### src/rtl/pipeline_hazard_control.sv
// Backward hazard control for the five-stage pipeline: load-use stalls, multi-cycle
// taken-branch flushes and data-memory-busy freezes. Optional counters: PIPELINE_HAZARD_STALL_COUNTERS_EN.
module pipeline_hazard_control #(
  parameter int REG_ADDR_WIDTH = 5,
  parameter int FLUSH_CYCLES   = 2
) (
  input  logic                      clock,
  input  logic                      reset,
  input  logic [REG_ADDR_WIDTH-1:0] id_rs1,
  input  logic [REG_ADDR_WIDTH-1:0] id_rs2,
  input  logic                      id_uses_rs1,
  input  logic                      id_uses_rs2,
  input  logic [REG_ADDR_WIDTH-1:0] ex_rd,
  input  logic                      ex_mem_read,
  input  logic                      ex_reg_write,
  input  logic                      branch_taken,
  input  logic                      mem_busy,
  output logic                      pc_hold,
  output logic                      if_id_hold,
  output logic                      id_ex_hold,
  output logic                      ex_mem_hold,
  output logic                      id_ex_bubble,
  output logic                      mem_wb_bubble,
  output logic                      if_id_flush,
  output logic                      id_ex_flush,
  output logic                      flushing,
  output logic [31:0]               stall_count,
  output logic [31:0]               flush_count,
  output logic                      fsm_state
);

  typedef enum logic {
    RUN   = 1'b0,
    FLUSH = 1'b1
  } state_t;

  // Counter must hold FLUSH_CYCLES-1; keep at least one bit when FLUSH_CYCLES is 1 or 2.
  localparam int CW = (FLUSH_CYCLES > 2) ? $clog2(FLUSH_CYCLES) : 1;
  localparam logic [CW-1:0] CNT_LOAD = CW'(FLUSH_CYCLES - 1);
  localparam logic [CW-1:0] CNT_ONE  = CW'(1);

  state_t        state, state_next;
  logic [CW-1:0] cnt, cnt_next;
  logic          load_use;
  logic          branch_accept;

  assign load_use = ex_mem_read & ex_reg_write & (ex_rd != '0) &
                    ((id_uses_rs1 & (id_rs1 == ex_rd)) |
                     (id_uses_rs2 & (id_rs2 == ex_rd)));

  always_ff @(posedge clock) begin
    if (reset) begin
      state <= RUN;
      cnt   <= '0;
    end else begin
      state <= state_next;
      cnt   <= cnt_next;
    end
  end

  always_comb begin
    state_next    = state;
    cnt_next      = cnt;
    branch_accept = 1'b0;
    pc_hold       = 1'b0;
    if_id_hold    = 1'b0;
    id_ex_hold    = 1'b0;
    ex_mem_hold   = 1'b0;
    id_ex_bubble  = 1'b0;
    mem_wb_bubble = 1'b0;
    if_id_flush   = 1'b0;
    id_ex_flush   = 1'b0;
    flushing      = 1'b0;
    if (!reset) begin
      if (mem_busy) begin
        // Whole front of the pipe waits; EX re-presents branch/load-use once released.
        pc_hold       = 1'b1;
        if_id_hold    = 1'b1;
        id_ex_hold    = 1'b1;
        ex_mem_hold   = 1'b1;
        mem_wb_bubble = 1'b1;
        flushing      = (state == FLUSH);
      end else begin
        unique case (state)
          RUN: begin
            if (branch_taken) begin
              if_id_flush   = 1'b1;
              id_ex_flush   = 1'b1;
              branch_accept = 1'b1;
              if (FLUSH_CYCLES > 1) begin
                state_next = FLUSH;
                cnt_next   = CNT_LOAD;
              end
            end else if (load_use) begin
              pc_hold      = 1'b1;
              if_id_hold   = 1'b1;
              id_ex_bubble = 1'b1;
            end
          end
          FLUSH: begin
            if_id_flush = 1'b1;
            id_ex_flush = 1'b1;
            flushing    = 1'b1;
            cnt_next    = cnt - CNT_ONE;
            if (cnt <= CNT_ONE) begin
              state_next = RUN;
              cnt_next   = '0;
            end
          end
          default: begin
            state_next = RUN;
            cnt_next   = '0;
          end
        endcase
      end
    end
  end

  assign fsm_state = (state == FLUSH) & ~reset;

`ifdef PIPELINE_HAZARD_STALL_COUNTERS_EN
  logic [31:0] stall_q, flush_q;

  always_ff @(posedge clock) begin
    if (reset) begin
      stall_q <= '0;
      flush_q <= '0;
    end else begin
      if (pc_hold)       stall_q <= stall_q + 32'd1;
      if (branch_accept) flush_q <= flush_q + 32'd1;
    end
  end

  assign stall_count = reset ? 32'd0 : stall_q;
  assign flush_count = reset ? 32'd0 : flush_q;
`else
  assign stall_count = 32'd0;
  assign flush_count = 32'd0;
`endif

endmodule
### config.mk
export PLATFORM = sky130hd
export DESIGN_NAME = pipeline_hazard_control
export DESIGN_NICKNAME = d
export VERILOG_FILES = /design/src/rtl/pipeline_hazard_control.sv
export SDC_FILE = /design/constraint.sdc
export NUM_CORES = 1
export LEC_CHECK = 0
export CAP_MARGIN = 10
export CORE_ASPECT_RATIO = 2
export CORE_MARGIN = 2
export CORE_UTILIZATION = 25
export DETAILED_ROUTE_END_ITERATION = 8
export GPL_TIMING_DRIVEN = 1
export PLACE_DENSITY = 0.8
export SLEW_MARGIN = 20
export SYNTH_ARGS = -nofsm -noshare
export SYNTH_HDL_FRONTEND = slang
export SYNTH_SLANG_ARGS = --single-unit
### constraint.sdc
create_clock -name clock -period 1.6 [get_ports clock]
set_input_delay 0.24 -clock clock [delete_from_list [all_inputs] [get_ports clock]]
set_output_delay 0.24 -clock clock [all_outputs]
set_load 0.01 [all_outputs]
# Word-level counts from Yosys, hierarchy flattened
# Cells that the tools add are included.
# word_totals
reg_bits	2
latch_bits	0
ramBits	0
romBits	0
output_inout_bits	74
wordCells	40
n_memories	0
# op_classes
addsub	1
mul	0
div	0
order_cmp	1
n_eq_ne	3
shift	0
muxes	21
bitwise	10
n_reduce_logical	2
# ops
cell	count
two-way mux 1 bit	18
== test 5 bit	2
AND 1 bit	6
case mux 1 bit (2 select lines)	3
nonzero test 5 bit	1
NOT 1 bit	3
!= test 2 bit, second input constant	1
AND reduction 2 bit	1
less-or-equal comparator 1 bit, second input constant	1
bitwise OR 1 bit	1
subtractor 1 bit, second input constant	1

# Longest topological paths before layout
# Gate-level depths: netlist (run 1).
# logic_depth
word_depth	9
mapped_depth	5
depth_no_buf	4

# Least setup slack after synthesis (run 1)
# OpenSTA, ideal clock, no wires.
# synth_path
path_type	register -> output
startpoint	register state
endpoint	output pc_hold
arrival_ns	1.161
required_time_ns	1.360
path_slack_ns	0.199
path_stages_with_launch	6
path_buffers	1
cell_sequence	dfxtp_1 -> nor2_1 -> nand3_1 -> a211o_1 -> o21bai_2 -> buf_4
# synth_between
elab_chain_len	3
# synth_lines
element	line_no	rtl
start: declaration	42	state_t state, state_next;
start signal: assignment	56	state <= state_next;
two-way mux 1 bit (3 in series)	--	
end: declaration	18	output logic pc_hold,
# No other way between the ends.

# Final worst setup path (run 1)
# layout_path
startpoint	input ex_rd[1]
endpoint	output if_id_hold
# layout_between
elab_chain_len	9
# layout_lines
element	line_no	rtl
start: declaration	13	input logic [REG_ADDR_WIDTH-1:0] ex_rd,
== test 5 bit (on tied branches)	48, 49	
AND 1 bit (on tied branches)	48, 49	
bitwise OR 1 bit	48	((id_uses_rs1 & (id_rs1 == ex_rd)) |
AND 1 bit *	47	assign load_use = ex_mem_read & ex_reg_write & (ex_rd != '0) &
two-way mux 1 bit *	94	end else if (load_use) begin
two-way mux 1 bit *	86	if (branch_taken) begin
two-way mux 1 bit *	84	unique case (state)
two-way mux 1 bit *	75	if (mem_busy) begin
two-way mux 1 bit *	74	if (!reset) begin
end: declaration	19	output logic if_id_hold,
# Mark *: on every way between the ends. The rest lies on a longest branch, timed or not.

==> results.md, run 1 <==
- Syn_area_per_cell: 7.520 µm²
- Most frequent cells in the layout: conb_1, buf_2, dlygate4sd2_1
- Top Registers: state: 1 flops
- Critical path origin: ex_rd[1]
- Hold buffers post-CTS: 0
- Post-CTS setup buffers: 0
- Io pins: 97
- Synthesized area: 744.5 µm²
- Clk_skew: 0 ns
- Largest Register: state
- Global route hottest layer: met2
- Pint: 0.1011 mW
- Nets: 156
- Leakage: 0.5059 nW
- RSZ-0062 raised after global routing: true
- Fmax: 631.1 MHz
- Avg WL per Cell: 8.683 µm
- R2R Setup Slk: 0.83 ns
- Seq pwr share: 12.2%
- Yosys warns: 0
- Sequential share of the synthesized area: 2.689%
- GP Congestion: 0.6671
- Final min period: 1.585 ns
- Clock power share: 0%
- ANT nets after route: 0
- Post-DP HPWL: 1281 µm
- Most common cell after layout, fill and taps aside: conb_1
- Post-route DRC violation count: 0
- Unique masters post-synth: 18
- Detailed-route via count: 552
- Hold Crit Class: in2reg
- WL final: 1398 µm
- Initial detailed-routing violation count: 4
- Gr ovfl total: 0
- Number of global-route vias before repair: 444
- Post-Synthesis Cells: 99
- Port Buf Inserts: 32
- Clock slew at reported path FFs: 0 ns
- Max-cap violations: 0
- Peak supply drop: 0.0001370 V
- Initial antenna violation count: 0
- Sw Share: 55.69%
- Pin count of the biggest net entering global routing: 5
- Maximum fanout along the worst path: 3
- Combinational power share: 87.8%
- Diode count: 0
- Vias per cell: 3.429
- Area growth syn-to-layout: 12.10%
- Fillers: 326
- Final slew viol count: 0
- Sw power: 0.1271 mW
- Final hold violations: 0
- Met1 Use GR: 7.500%
- End point of the critical path: if_id_hold
- Origin of the critical flop-to-flop path: state
- Row cnt: 28
- First-pass GRT wire length: 1959 µm
- GRT Total Usage: 7.187%
- Final core occ: 28.70%
- Final setup fails: 0
- Clock latency on the worst-skew pair: 0 ns
- Status: complete, no violations
- Total Power: 0.2281 mW
- P per Cell Area: 273.4 nW/µm²
- Fin crit share: 99.04%
- Met3 GRT Util: 2.000%
- Die width: 42.59 µm
- Setup CP Type: in2out
- Die height: 81.17 µm
- Max reg flops: 1
- Reg-to-Reg End: state
- Reg2reg path depth: 4
- Die area: 3457 µm²
- Core area: 2908 µm²
- FF+latch count, synth: 1
- Initial Util: 25.60%
- Layout cells sized above 1: 24.43%
- Req. time, crit path: 1.36 ns
- Startpoint Class: input pin
- Met2 Usage GRT: 14.62%
- Initial DRT Pass Iterations: 2
- Crit path arrival time: 1.34 ns
- Critical Path End Type: output pin
## worst min-delay path by stage
stage                     cells past startpoint  slack, ns     to          from
after floorplan                               1       0.31  state         reset
after global placement                        3       0.57  state         state
after detailed placement                      3       0.59  state         state
after CTS                                     3       0.60  state         state
after global routing                          3       0.54  state  branch_taken
final                                         3       0.50  state  branch_taken
## through the flow
stage                     instances  area [µm²]  hold slack [ns]  setup TNS (ns)  setup WS (ns)
after global placement          161       865.8           0.5705          -4.156        -0.7243
after floorplan                 162       980.9           0.3091               0         0.1988
final                           161       834.6           0.5000               0        0.01536
after global routing            161       834.6           0.5441         -0.1401       -0.05004
after detailed placement        161       865.8           0.5889          -4.273        -0.7510
after CTS                       161       815.8           0.6006               0     0.00001521
## cells in the mapped netlist
library cell   n  share of area (%)
o21bai_2       1                1.5
nor3_2         1                1.3
conb_1         1               0.50
and2_0         1               0.84
nand2_1        2                1.0
nor4_2         1                1.7
nor2b_1        2                1.7
nor2_1         3                1.5
dfxtp_1        1                2.7
a32oi_1        1                1.2
nor3_1         2                1.3
nor4_1         1               0.84
nand3_1        1               0.67
a211o_1        1                1.2
buf_4         69                 70
xnor2_1        2                2.4
xor2_1         8                9.4
a21oi_1        1               0.67
## layer usage
layer | wire length, µm | vias up | part of all wire [%]
li1 | - | 242 | -
met1 | 415 | 236 | 30
met2 | 720 | 74 | 52
met3 | 262 | 0 | 19
met4 | 0 | 0 | 0
met5 | 0 | - | 0
## power by group through the flow
stage / clock, mW / sequential (mW) / combinational, mW
floorplan: 0 / 0.0278 / 0.230
global placement: 0 / 0.0275 / 0.209
detailed placement: 0 / 0.0276 / 0.211
CTS: 0 / 0.0278 / 0.190
global route: 0 / 0.0279 / 0.219
finish: 0 / 0.0278 / 0.200
## final cells by class
class,instances,area (µm²),area share [%]
repair buffers,38,290.3,34.78
well taps,30,37.54,4.498
flip-flops and latches,1,20.02,2.399
multi-input cells,92,486.7,58.32
## critical path: stages
cell and delay, ns:
buf_8 0.10, xor2_2 0.17, nor4_2 0.33, a32oi_2 0.20
o21bai_2 0.16, buf_2 0.15
## repair_timing
action / in CTS / in global routing
cloned: 0 / 0
pin swaps: 13 / 8
endpoints found under the setup margin: 10 / 8
gates resized for setup: 63 / 21
## cells by family after synthesis
kind of cell / Yosys count / share of synthesized area (%)
compound gates: 4 / 4.537
xor+xnor: 10 / 11.77
buf+inv: 69 / 69.58
flops: 1 / 2.689
other cells: 1 / 0.5037
simple gates: 14 / 10.92
Power figures use the tool's default switching activity.
==> inputs of run 2 (changes only) <==
Settings changed: ABC_CLOCK_PERIOD_IN_PS set to 1600.
==> results of run 2 <==
Same layout as run 1: the final DEF is identical, and so are final timing and power.
